File: src/rtl/serial_sub_ctrl_pkg.sv
// Shared definitions for the bit-serial subtraction controller: state encoding and default width.
package serial_sub_ctrl_pkg;

    localparam int DEF_WIDTH = 8;

    // Encoding 2'd3 is unused; the controller treats it as IDLE.
    typedef enum logic [1:0] {
        S_IDLE = 2'd0,
        S_RUN  = 2'd1,
        S_DONE = 2'd2
    } state_t;

endpackage

File: src/rtl/serial_sub_ctrl_full_sub.sv
// One-bit full subtractor cell: d = a - B - bin, with borrow out b.
module full_sub (
    input  logic a,
    input  logic B,
    input  logic bin,
    output logic d,
    output logic b
);

    assign d = a ^ B ^ bin;
    assign b = (~a & B) | (~(a ^ B) & bin);

endmodule

File: src/rtl/serial_sub_ctrl.sv
// Bit-serial subtraction controller: diff = a - b - bin, one bit per clock, LSB first,
// through a single shared full_sub cell, with a start/busy/done handshake.
module serial_sub_ctrl
    import serial_sub_ctrl_pkg::*;
#(
    parameter int WIDTH = DEF_WIDTH
) (
    input  logic             clk,
    input  logic             rst,
    input  logic             start,
    input  logic [WIDTH-1:0] a_in,
    input  logic [WIDTH-1:0] b_in,
    input  logic             bin_in,
    output logic             busy,
    output logic             done,
    output logic [WIDTH-1:0] diff,
    output logic             bout,
    output logic             ovf
);

    localparam int            CW   = $clog2(WIDTH);
    localparam logic [CW-1:0] LAST = CW'(WIDTH - 1);

    state_t           r_state;
    state_t           w_next;
    logic [CW-1:0]    r_cnt;
    logic [WIDTH-1:0] r_a_sh;
    logic [WIDTH-1:0] r_b_sh;
    logic [WIDTH-1:0] r_diff;
    logic             r_brw;
    logic             r_bout;
    logic             r_ovf;
    logic             w_d;
    logic             w_b;

    full_sub u_cell (
        .a   (r_a_sh[0]),
        .B   (r_b_sh[0]),
        .bin (r_brw),
        .d   (w_d),
        .b   (w_b)
    );

    always_comb begin
        w_next = S_IDLE;
        case (r_state)
            S_IDLE:  w_next = start ? S_RUN : S_IDLE;
            S_RUN:   w_next = (r_cnt == LAST) ? S_DONE : S_RUN;
            S_DONE:  w_next = S_IDLE;
            default: w_next = S_IDLE;
        endcase
    end

    always_ff @(posedge clk) begin
        if (rst) begin
            r_state <= S_IDLE;
            r_cnt   <= '0;
            r_a_sh  <= '0;
            r_b_sh  <= '0;
            r_diff  <= '0;
            r_brw   <= 1'b0;
            r_bout  <= 1'b0;
            r_ovf   <= 1'b0;
        end else begin
            r_state <= w_next;
            case (r_state)
                S_IDLE: begin
                    if (start) begin
                        r_a_sh <= a_in;
                        r_b_sh <= b_in;
                        r_brw  <= bin_in;
                        r_cnt  <= '0;
                        r_diff <= '0;
                    end
                end
                S_RUN: begin
                    r_diff <= {w_d, r_diff[WIDTH-1:1]};
                    r_brw  <= w_b;
                    r_a_sh <= r_a_sh >> 1;
                    r_b_sh <= r_b_sh >> 1;
                    r_cnt  <= r_cnt + 1'b1;
                    // Signed overflow: borrow into the MSB differs from borrow out of it.
                    if (r_cnt == LAST) begin
                        r_bout <= w_b;
                        r_ovf  <= r_brw ^ w_b;
                    end
                end
                default: ;
            endcase
        end
    end

    assign busy = (r_state == S_RUN);
    assign done = (r_state == S_DONE);
    assign diff = r_diff;
    assign bout = r_bout;
    assign ovf  = r_ovf;

endmodule

File: config.mk
export PLATFORM = sky130hd
export DESIGN_NAME = serial_sub_ctrl
export DESIGN_NICKNAME = d
export VERILOG_FILES = /design/src/rtl/serial_sub_ctrl_pkg.sv /design/src/rtl/serial_sub_ctrl_full_sub.sv /design/src/rtl/serial_sub_ctrl.sv
export SDC_FILE = /design/constraint.sdc
export NUM_CORES = 1
export LEC_CHECK = 0
export ABC_AREA = 1
export BUFFER_PORTS_ARGS = -buffer_cell sky130_fd_sc_hd__buf_2
export CORE_ASPECT_RATIO = 0.6
export CORE_MARGIN = 10
export CORE_UTILIZATION = 40
export DETAILED_ROUTE_END_ITERATION = 10
export SYNTH_ARGS = -nofsm -noshare
export SYNTH_HDL_FRONTEND = slang
export SYNTH_HIERARCHICAL = 1
export SYNTH_SLANG_ARGS = --single-unit
File: constraint.sdc
create_clock -name clk -period 3.6 [get_ports clk]
set_input_delay 1.08 -clock clk [delete_from_list [all_inputs] [get_ports clk]]
set_output_delay 1.08 -clock clk [all_outputs]
set_load 0.03 [all_outputs]
; ---- Word-level counts from Yosys, hierarchy flattened
; Cells that the tools add are included.
[totals]
regBits = 32
latch_bits = 0
ram_bits = 0
mem_bits_ro = 0
wordCells = 38
n_memories = 0
[classes]
addsub = 1
mul = 0
div_mod_pow = 0
order_cmp = 0
eq_ne = 4
shifts = 0
n_mux = 13
bitwise_logic = 8
reduce_logical = 4
[ops]
columns = operator, n
row1 = 8-bit case mux with 2 select lines, 3
row2 = 8-bit 2-to-1 mux, 3
row3 = 3-bit case mux with 2 select lines, 1
row4 = 2-bit case mux with 2 select lines, 1
row5 = 2-bit AND reduction, 2
row6 = 3-bit by 1-bit adder with 3-bit output (second input constant), 1
row7 = 3-bit == test (second input constant), 1
row8 = 3-bit 2-to-1 mux, 1
row9 = 1-bit bitwise XOR, 3
row10 = 1-bit AND, 2
row11 = 2-bit by 1-bit == test with 1-bit output (second input constant), 1
row12 = 2-bit == test (second input constant), 1
row13 = 2-bit logical NOT, 1
row14 = 1-bit 2-to-1 mux, 2
row15 = 2-bit 2-to-1 mux, 1
row16 = 2-bit inequality test (second input constant), 1
row17 = 1-bit inverter, 2
row18 = 1-bit case mux with 2 select lines, 1
row19 = 2-bit nonzero test, 1
row20 = 1-bit bitwise OR, 1

; ---- Longest topological paths before layout
; Gate-level depths: netlist of the first run.
[depth]
depth_word = 5
ltp_mapped = 7
mapped_depth_nobuf = 7

; ---- Modules after synthesis
; Netlist of the first run, hierarchy kept.
[modules_own_cells]
columns = module, instances, cells_each, area_each_um2, seq_area_each_um2
row1 = serial_sub_ctrl, 1, 228, 1486.4, 640.6
row2 = full_sub, 1, 4, 31.3, 0.0

; ---- Worst setup path after synthesis of the first run
; OpenSTA, ideal clock, no wires.
[synth_path]
path_kind = flip-flop to output port
startpoint = register r_state[1]
endpoint = output done
arrival_ps = 1063
t_required_ps = 2520
path_slack_ps = 1457
path_stages_with_launch = 4
path_buffers = 1
cell_sequence = dfxtp_1 > inv_2 > buf_2 > nor2_1
[synth_between]
elab_chain_len = 1
[synth_rtl]
columns = item, line_no
row1 = from (decl), serial_sub_ctrl.sv:24  ; state_t r_state;
row2 = from (signal assigned), serial_sub_ctrl.sv:65  ; r_state <= w_next;
row3 = 2-bit == test, serial_sub_ctrl.sv:94  ; assign done = (r_state == S_DONE);
row4 = to (decl), serial_sub_ctrl.sv:15  ; output logic done,
; No other way between the ends.

; ---- Worst setup path in the final report of the first run
[layout_path]
startpoint = register r_state[0]
endpoint = output busy
[layout_between]
elab_chain_len = 1
[layout_rtl]
columns = item, line_no
row1 = 2-bit by 1-bit == test with 1-bit output, serial_sub_ctrl.sv:93  ; assign busy = (r_state == S_RUN);
row2 = to (decl), serial_sub_ctrl.sv:14  ; output logic busy,
; No other way between the ends.

==> key figures, run 1 <==
Outcome
  • Status: complete, no violations

Synth
  • Number of enable flip-flop cells after synthesis: 0
  • Predominant post-synthesis flop cell: dfxtp_1
  • Mean post-synth cell area: 6.542 sq um
  • Asr flop ratio synth: 0
  • Most frequent cell after synthesis: nand2_1
  • Syn_nets: 255
  • Synth area leaders: dfxtp_1 42%, nand2_1 22%, nor2_1 9.2%, nand3_1 5.9%, inv_1 5.2%
  • Top-area cell type share of the netlist area: 0.4221
  • Synth cell types: 19
  • Seq/Total Area, Yosys: 0.4221
  • Flops & latches, synth: 32
  • Mapped Cells: 232
  • Yosys warning count: 6
  • Leading area contributor after synthesis: dfxtp_1
  • Syn Std Cell Area: 1518 sq um
  • Most instantiated cells after synthesis: 88 x nand2_1, 37 x nor2_1, 32 x dfxtp_1

CTS
  • Clock latency on the worst-skew pair: 280 ps
  • Hold-fix buffers, CTS: 0
  • # clock sinks: 32
  • Total CTS buffers: 5
  • Post-cts sizing count: 0
  • Reg clk slew, reported paths: 70 ps
  • H-tree depth: 2
  • Clk root buf: clkbuf_8
  • CTS tree: done
  • Setup repair bufs after CTS: 0
  • CTS Buffer Depth: 2

Route
  • Final ANT Viol Nets: 0
  • DR iter-0 viols: 70
  • Final wirelength: 3.391 mm
  • Routed vias/inst: 4.414
  • Overall via count from detail_route: 1364
  • DRC Markers: 0
  • Detailed-route wire length per cell: 10.97 um
  • First-pass DRT Iterations: 4

Die
  • Core area: 3659 sq um
  • Ports: 32
  • Die Width: 99.52 um
  • Die height: 67.72 um
  • DIE AREA: 6739 sq um
  • Initial Util: 0.4148
  • # rows: 17

Layout
  • Fillcell total: 401
  • Layout area overhead: 17.23%
  • # nets final: 285
  • Fraction of layout cells with a size suffix above 1: 0.1756
  • Post-route insts no fill: 309
  • Diodes inserted: 0

STA
  • Slew Limit Fails: 0
  • Clock skew: 5.595 ps
  • Max-slew headroom: 0.6628
  • RSZ-0062 raised after global routing: no
  • Max frequency: 0.4341 GHz
  • Final-report hold violation count: 0
  • Final setup vio count: 0
  • Fin crit share: 0.6399
  • Min cycle time layout: 2304 ps
  • Worst Max-Slew Pin Slew: 502.8 ps
  • TNS Setup: 0 ps

Global routing
  • Grt ovf: 0
  • Vias in the first global route: 1261
  • Met1 Usage GRT: 0.1364
  • First-pass GRT wire length: 5.789 mm
  • GR peak layer: met2
  • Total Routing Usage GR: 0.1065
  • Antenna violations before repair: 0
  • GR Layer Usage met3: 0.04990
  • Grt met2 use: 0.1489
  • Largest net degree at the start of global routing: 24

Placement
  • DP Cell Count: 302
  • Port-buffer cells: 31
  • Routability congestion estimate: 0.6992
  • DP HPWL: 2.341 mm

Worst setup path
  • Worst path max stage delay: 350 ps
  • CP Data Required Time: 2520 ps
  • CP max FO: 15
  • CP Capture Type: output pin
  • Reg2reg start: r_state[1]
  • Reg2reg end: r_b_sh[2]
  • Reg2reg setup slack: 2270 ps
  • Setup CP Type: reg2out
  • Worst Reg2Reg Path Length in Cells: 6
  • WP data arrival: 1220 ps
  • CP Buf/Inv Count: 2
  • CP max stage cell: dfxtp_1
  • Delay-heaviest family, CP: flip-flops
  • CP cell instances: inv_2, nor2_4, buf_2
  • CP startpoint kind: register

Hold path
  • Hold Crit Start: diff[0]
  • Hold Path End: diff[0]
  • Hold/Removal Path Class: reg2reg
  • Hold path depth: 2

Power
  • PwrDens: 450.1 nW/um^2
  • Peak VDD IR: 0.3305 mV
  • Static Leakage: 0.9019 nW

Job
  • Max Cap Viol: 0
## layout by cell type, fill, tap and decap left out
master    netlist  final
clkbuf_8        0      7
ha_1            2      2
nor2_1         37     37
dfxtp_1        32     32
a21oi_1        13     13
inv_2           2      2
o21ai_0         1      1
nand2_1        88     88
o21ai_2         1      1
buf_2           3     31
inv_1          21     21
nor2_4          1      1
nand4_1         1      1
xor2_1          1      1
clkinv_1        1      1
nand3_1        18     18
nand2_2         1      1
buf_4           7      3
fa_1            1      1
## through the flow
| step | hold WS (ps) | total power, mW | cell area (sq um) | utilization | worst slack [ps] |
|---|---|---|---|---|---|
| 5_1_grt | 490.2 | 0.8487 | 1779 | 0.4863 | 1184 |
| 4_1_cts | 465.3 | 0.8081 | 1779 | 0.4863 | 1283 |
| 2_1_floorplan | 439.8 | 0.4852 | 1518 | - | 1457 |
| 3_3_place_gp | 453.3 | 0.5132 | 1683 | 0.4600 | 1359 |
| 6_report | 462.6 | 0.8008 | 1779 | 0.4863 | 1296 |
| 3_5_place_dp | 456.0 | 0.5123 | 1683 | 0.4600 | 1322 |
## sequential cells by signal (all words and copies together) (netlist names)
name     cells
r_state      2
r_b_sh       8
r_cnt        3
diff         8
r_a_sh       8
ovf          1
bout         1
r_brw        1
## power breakdown
part           switching, mW  leakage (nW)  internal (mW)
clock network          0.127        0.0503          0.170
logic                 0.0736         0.589         0.0435
registers             0.0116         0.263          0.375
total                  0.212         0.902          0.589
## cell type report
| class | instances | area, sq um | share of cell area |
|---|---|---|---|
| inverter | 24 | 90.09 | 0.05063 |
| sequential | 32 | 640.6 | 0.3601 |
| clock buffer | 7 | 96.34 | 0.05415 |
| multi-input combinational | 165 | 715.7 | 0.4022 |
| tap | 47 | 58.81 | 0.03305 |
| timing repair buffer | 34 | 177.7 | 0.09986 |
## worst register-to-register path: stages, from the launching register on
cell     delay (ps)
dfxtp_1         350
inv_2           270
nand2_2         270
nand2_1         120
nand2_1          50
nor2_1          110
nor2_1           50
## how the worst max path moves through the flow
stage,start,to,depth (start not counted)
final,r_state[0],busy,3
after detailed placement,rst,bout,4
after global placement,rst,bout,4
after global routing,r_state[1],done,3
after floorplan,r_state[1],done,3
after CTS,r_state[0],busy,3
## per-layer routing
layer  up-vias  share of wire
met2        28           0.38
met5         -              0
li1        759              -
met1       570           0.54
met3         7          0.064
met4         0          0.014
## cell families after synthesis
group,Yosys count,synth area share
buffers and inverters,35,0.1063
flip-flops,32,0.4221
AND/OR/NAND/NOR,146,0.3842
AO/OA/AOI/OAI,15,0.05193
adder cells (fa/ha/maj),3,0.02968
XOR/XNOR,1,0.005772
Note: power is estimated with default switching activity, not from simulation.
==> run 2, diff against run 1 <==
Clock period 3.6 ns to 2.4 ns, I/O delays scaled along.
==> key figures, run 2 (synthesis results as in run 1) <==
Global routing
  • Antenna violations before repair: 0
  • Grt ovf: 0
  • Total Routing Usage GR: 0.1054
  • Largest net degree at the start of global routing: 26
  • First-pass GRT wire length: 5.871 mm
  • Vias in the first global route: 1289

CTS
  • Post-cts sizing count: 0
  • Clock latency on the worst-skew pair: 270 ps
  • Hold-fix buffers, CTS: 0
  • Clk root buf: clkbuf_8
  • Reg clk slew, reported paths: 60 ps
  • # clock sinks: 32
  • CTS tree: done
  • H-tree depth: 2
  • Setup repair bufs after CTS: 0
  • CTS Buffer Depth: 2
  • Total CTS buffers: 5

Power
  • Peak VDD IR: 0.2964 mV
  • Static Leakage: 0.9070 nW
  • PwrDens: 661.6 nW/um^2

Layout
  • Fraction of layout cells with a size suffix above 1: 0.1774
  • Commonest cells after routing, fill and taps aside: 88 x nand2_1, 37 x nor2_1, 32 x dfxtp_1
  • Fillcell total: 394
  • Leading cell type in the layout, fill and taps excluded: nand2_1
  • Diodes inserted: 0
  • Layout area overhead: 17.81%
  • # nets final: 287

Die
  • Die height: 67.72 um
  • Die Width: 99.52 um
  • DIE AREA: 6739 sq um
  • Core area: 3659 sq um
  • Ports: 32
  • Initial Util: 0.4148
  • # rows: 17

Worst setup path
  • Worst path max stage delay: 560 ps
  • CP max stage cell: dfxtp_1
  • Worst Reg2Reg Path Length in Cells: 6
  • Setup CP Type: reg2out
  • CP max FO: 10
  • CP Data Required Time: 1680 ps
  • CP startpoint kind: register
  • CP Capture Type: output pin
  • WP data arrival: 1220 ps
  • CP cell instances: inv_2, nor2_4, buf_2

Route
  • DRC Markers: 0
  • DR iter-0 viols: 46
  • Final ANT Viol Nets: 0
  • Overall via count from detail_route: 1358
  • Routed vias/inst: 4.353
  • First-pass DRT Iterations: 4
  • Final wirelength: 3.446 mm
  • Detailed-route wire length per cell: 11.04 um

Placement
  • Port-buffer cells: 31
  • DP HPWL: 2.439 mm
  • DP Worst Slack: 759.7 ps
  • Routability congestion estimate: 0.7441

STA
  • Clock skew: 2.756 ps
  • Final setup vio count: 0
  • Max-slew headroom: 0.7395
  • TNS Setup: 0 ps
  • Fin crit share: 0.8080
  • Min setup slack post-route: 460.8 ps
  • Max frequency: 0.5157 GHz
  • RSZ-0062 raised after global routing: no
  • Hold Worst Slack: 461.3 ps
  • Min cycle time layout: 1939 ps
  • Slew Limit Fails: 0
  • Worst Max-Slew Pin Slew: 390.2 ps
  • Final-report hold violation count: 0

Job
  • Max Cap Viol: 0

Hold path
  • Hold path depth: 2
  • Hold/Removal Path Class: reg2reg

Outcome
  • Status: complete, no violations
==> run 2: per-stage QoR <==
step	instance area [sq um]	power (mW)	std cells	utilization
3_3_place_gp	1698	0.7737	304	0.4641
6_report	1788	1.183	312	0.4887
3_5_place_dp	1698	0.7746	304	0.4641
4_1_cts	1788	1.199	312	0.4887
5_1_grt	1788	1.255	312	0.4887
2_1_floorplan	1518	0.7278	232	-
==> run 2: final timing paths <==
check | start | end | slack, ps
worst max-delay path | r_state[0] | busy | 460
worst min register to register | diff[0] | diff[0] | 460
worst max register to register | r_state[0] | r_b_sh[0] | 940
worst min-delay path | diff[0] | diff[0] | 460
==> run 2: worst max-delay path: cells and delay by family, from the launching register on <==
kind | cells | cell delay, ps
DFF | 1 | 560
and+or+nand+nor | 1 | 100
buffers and inverters | 2 | 290
==> run 2: routing by layer <==
metal	vias up	global-route usage	routed length (um)	part of all wire
met2	26	0.1537	1343	0.39
li1	763	-	-	-
met3	4	0.04175	200	0.058
met5	-	0	0	0
met4	0	0.03203	30	0.0087
met1	565	0.1397	1871	0.54
==> run 2: layout make-up <==
| cell class | count | area (sq um) | area share |
|---|---|---|---|
| inverter | 24 | 90.09 | 0.05039 |
| sequential | 32 | 640.6 | 0.3583 |
| clock buffer | 8 | 90.09 | 0.05039 |
| tap | 47 | 58.81 | 0.03289 |
| timing repair buffer | 36 | 192.7 | 0.1078 |
| multi-input combinational | 165 | 715.7 | 0.4003 |
==> run 2: report_power, final <==
group / internal (mW) / switching [mW]
Combinational: 0.0686 / 0.109
Clock: 0.234 / 0.188
Sequential: 0.562 / 0.0207
==> run 3, diff against run 2 <==
Settings changed: ABC_AREA 1 to 0.
Clock period 2.4 ns to 1.7 ns, I/O delays scaled along.
==> key figures, run 3 <==
Outcome
  • Status: complete, no violations

Job
  • Max Cap Viol: 0

STA
  • Min setup slack post-route: 69.99 ps
  • Fin crit share: 0.9588
  • TNS Setup: 0 ps
  • Clock skew: 8.270 ps
  • Min cycle time layout: 1630 ps
  • Max-slew headroom: 0.4249
  • RSZ-0062 raised after global routing: no
  • Final-report hold violation count: 0
  • Hold Worst Slack: 457.5 ps
  • Final setup vio count: 0
  • Max frequency: 0.6135 GHz
  • Slew Limit Fails: 0
  • Worst Max-Slew Pin Slew: 860.8 ps

CTS
  • Total CTS buffers: 5
  • Reg clk slew, reported paths: 60 ps
  • Clock latency on the worst-skew pair: 280 ps
  • # clock sinks: 32
  • Hold-fix buffers, CTS: 0
  • CTS tree: done
  • H-tree depth: 2
  • Clk root buf: clkbuf_8
  • CTS Buffer Depth: 2

Placement
  • DP HPWL: 2.221 mm
  • Port-buffer cells: 31
  • Routability congestion estimate: 0.7401
  • DP Worst Slack: 23.20 ps

Route
  • DR iter-0 viols: 42
  • Final wirelength: 2.988 mm
  • Overall via count from detail_route: 1067
  • Routed vias/inst: 4.986
  • First-pass DRT Iterations: 4
  • Final ANT Viol Nets: 0
  • DRC Markers: 0
  • Detailed-route wire length per cell: 13.96 um

Power
  • Total power: 1.573 mW
  • Static Leakage: 0.7197 nW
  • Peak VDD IR: 0.3747 mV
  • PwrDens: 950.2 nW/um^2

Synth
  • Mean post-synth cell area: 10.22 sq um
  • Yosys warning count: 6
  • Syn Std Cell Area: 1390 sq um
  • Synth cell types: 25
  • Asr flop ratio synth: 0
  • Seq/Total Area, Yosys: 0.4608
  • Number of enable flip-flop cells after synthesis: 0
  • Top-area cell type share of the netlist area: 0.4608
  • XOR/XNOR Fraction of Synth Area: 0.006301
  • Synth area leaders: dfxtp_1 46%, mux2i_1 12%, nor2_1 8.1%, a22oi_1 6.5%, a211oi_2 6.3%
  • Leading area contributor after synthesis: dfxtp_1
  • Post-Synth Simple-Gate Area: 0.1197
  • Largest family of logic cells by synthesized area: compound AO/OA/AOI/OAI gates
  • Synth Area in Compound Gates: 0.2007
  • Mapped Cells: 136
  • Most frequent cell after synthesis: dfxtp_1
  • Proportion of synthesized area in mux cells: 0.1152
  • Post-Synth Adder-Cell Area: 0.03240
  • Predominant post-synthesis flop cell: dfxtp_1
  • Most instantiated cells after synthesis: 32 x dfxtp_1, 30 x nor2_1, 16 x mux2i_1
  • Syn_nets: 159
  • Flops & latches, synth: 32

Die
  • Die Width: 96.11 um
  • # rows: 16
  • Ports: 32
  • Initial Util: 0.4208
  • Core area: 3303 sq um
  • Die height: 65.67 um
  • DIE AREA: 6311 sq um

Layout
  • Fraction of layout cells with a size suffix above 1: 0.3136
  • Commonest cells after routing, fill and taps aside: 31 x dfxtp_1, 31 x buf_2, 30 x nor2_1
  • Fillcell total: 339
  • Layout area overhead: 19.08%
  • Final core occ: 0.5011
  • # nets final: 192
  • Diodes inserted: 0

Global routing
  • Largest net degree at the start of global routing: 32
  • Total Routing Usage GR: 0.1011
  • Vias in the first global route: 1071
  • Grt ovf: 0
  • First-pass GRT wire length: 4.905 mm
  • Antenna violations before repair: 0

Worst setup path
  • CP Capture Type: output pin
  • CP Data Required Time: 1190 ps
  • WP data arrival: 1120 ps
  • CP startpoint kind: register
  • CP max FO: 7
  • Setup CP Type: reg2out

Hold path
  • Hold/Removal Path Class: reg2reg
## run 3: changes by cell type in the layout (fill, tap and decap cells not counted), moves of 2 or more
cell / before / now
nand2_1: 88 / 1
inv_1: 21 / 4
nand3_1: 18 / 1
mux2i_1: 0 / 16
a22oi_1: 0 / 12
a21oi_1: 13 / 2
a211oi_1: 0 / 9
a211oi_2: 0 / 7
nor2_1: 37 / 30
inv_2: 2 / 0
nor3_1: 0 / 2
## run 3: cells by family (layout without fill, tap and decap cells)
kind of cell,count (synthesis),in the layout
simple gates,38,38
compound gates,32,32
flops,32,32
mux,16,16
buf+inv,14,47
fa+ha+maj,3,3
xor+xnor,1,1
## run 3: report_power, final
group / switching [mW] / total [mW] / internal [mW]
Combinational: 0.117 / 0.215 / 0.0981
Sequential: 0.0273 / 0.820 / 0.793
Clock: 0.260 / 0.538 / 0.278
Total: 0.405 / 1.57 / 1.17
## run 3: stage by stage
stage | area, sq um | instances
after CTS | 1655 | 214
after detailed placement | 1577 | 207
after floorplan | 1390 | 136
after global routing | 1655 | 214
final | 1655 | 214
after global placement | 1577 | 207
## run 3: final timing paths
path | start | cells past startpoint | slack [ps] | to
worst max-delay path | r_state[1] | 2 | 70 | done
worst max register to register | r_state[0] | 3 | 240 | r_a_sh[7]
worst min-delay path | bout | 2 | 460 | bout
worst min register to register | bout | 2 | 460 | bout
## run 3: area by class of cell
| type | instances | area [sq um] | share of cell area |
|---|---|---|---|
| tap | 45 | 56.30 | 0.03401 |
| timing repair buffer | 36 | 205.2 | 0.1240 |
| multi-input combinational | 90 | 659.4 | 0.3983 |
| clock inverter | 1 | 5.005 | 0.003023 |
| clock buffer | 6 | 72.57 | 0.04384 |
| inverter | 4 | 15.01 | 0.009070 |
| sequential | 32 | 641.9 | 0.3878 |
## run 3: worst max-delay path: stages, from the launching register on
cell and delay, ps:
dfxtp_1 480, nor2b_1 160, buf_2 200
## run 3: what timing repair did
item	4_1_cts	5_1_grt
buffers inserted	0	0
endpoints found under the setup margin	1	0
resized for setup	1	0
## run 3: per-layer routing
layer  GRT usage  vias up  share of wire
li1            -      550              -
met1      0.1059      494           0.44
met2      0.1614       21           0.48
met3     0.05669        2          0.069
met4     0.04945        0          0.013
met5           0        -              0
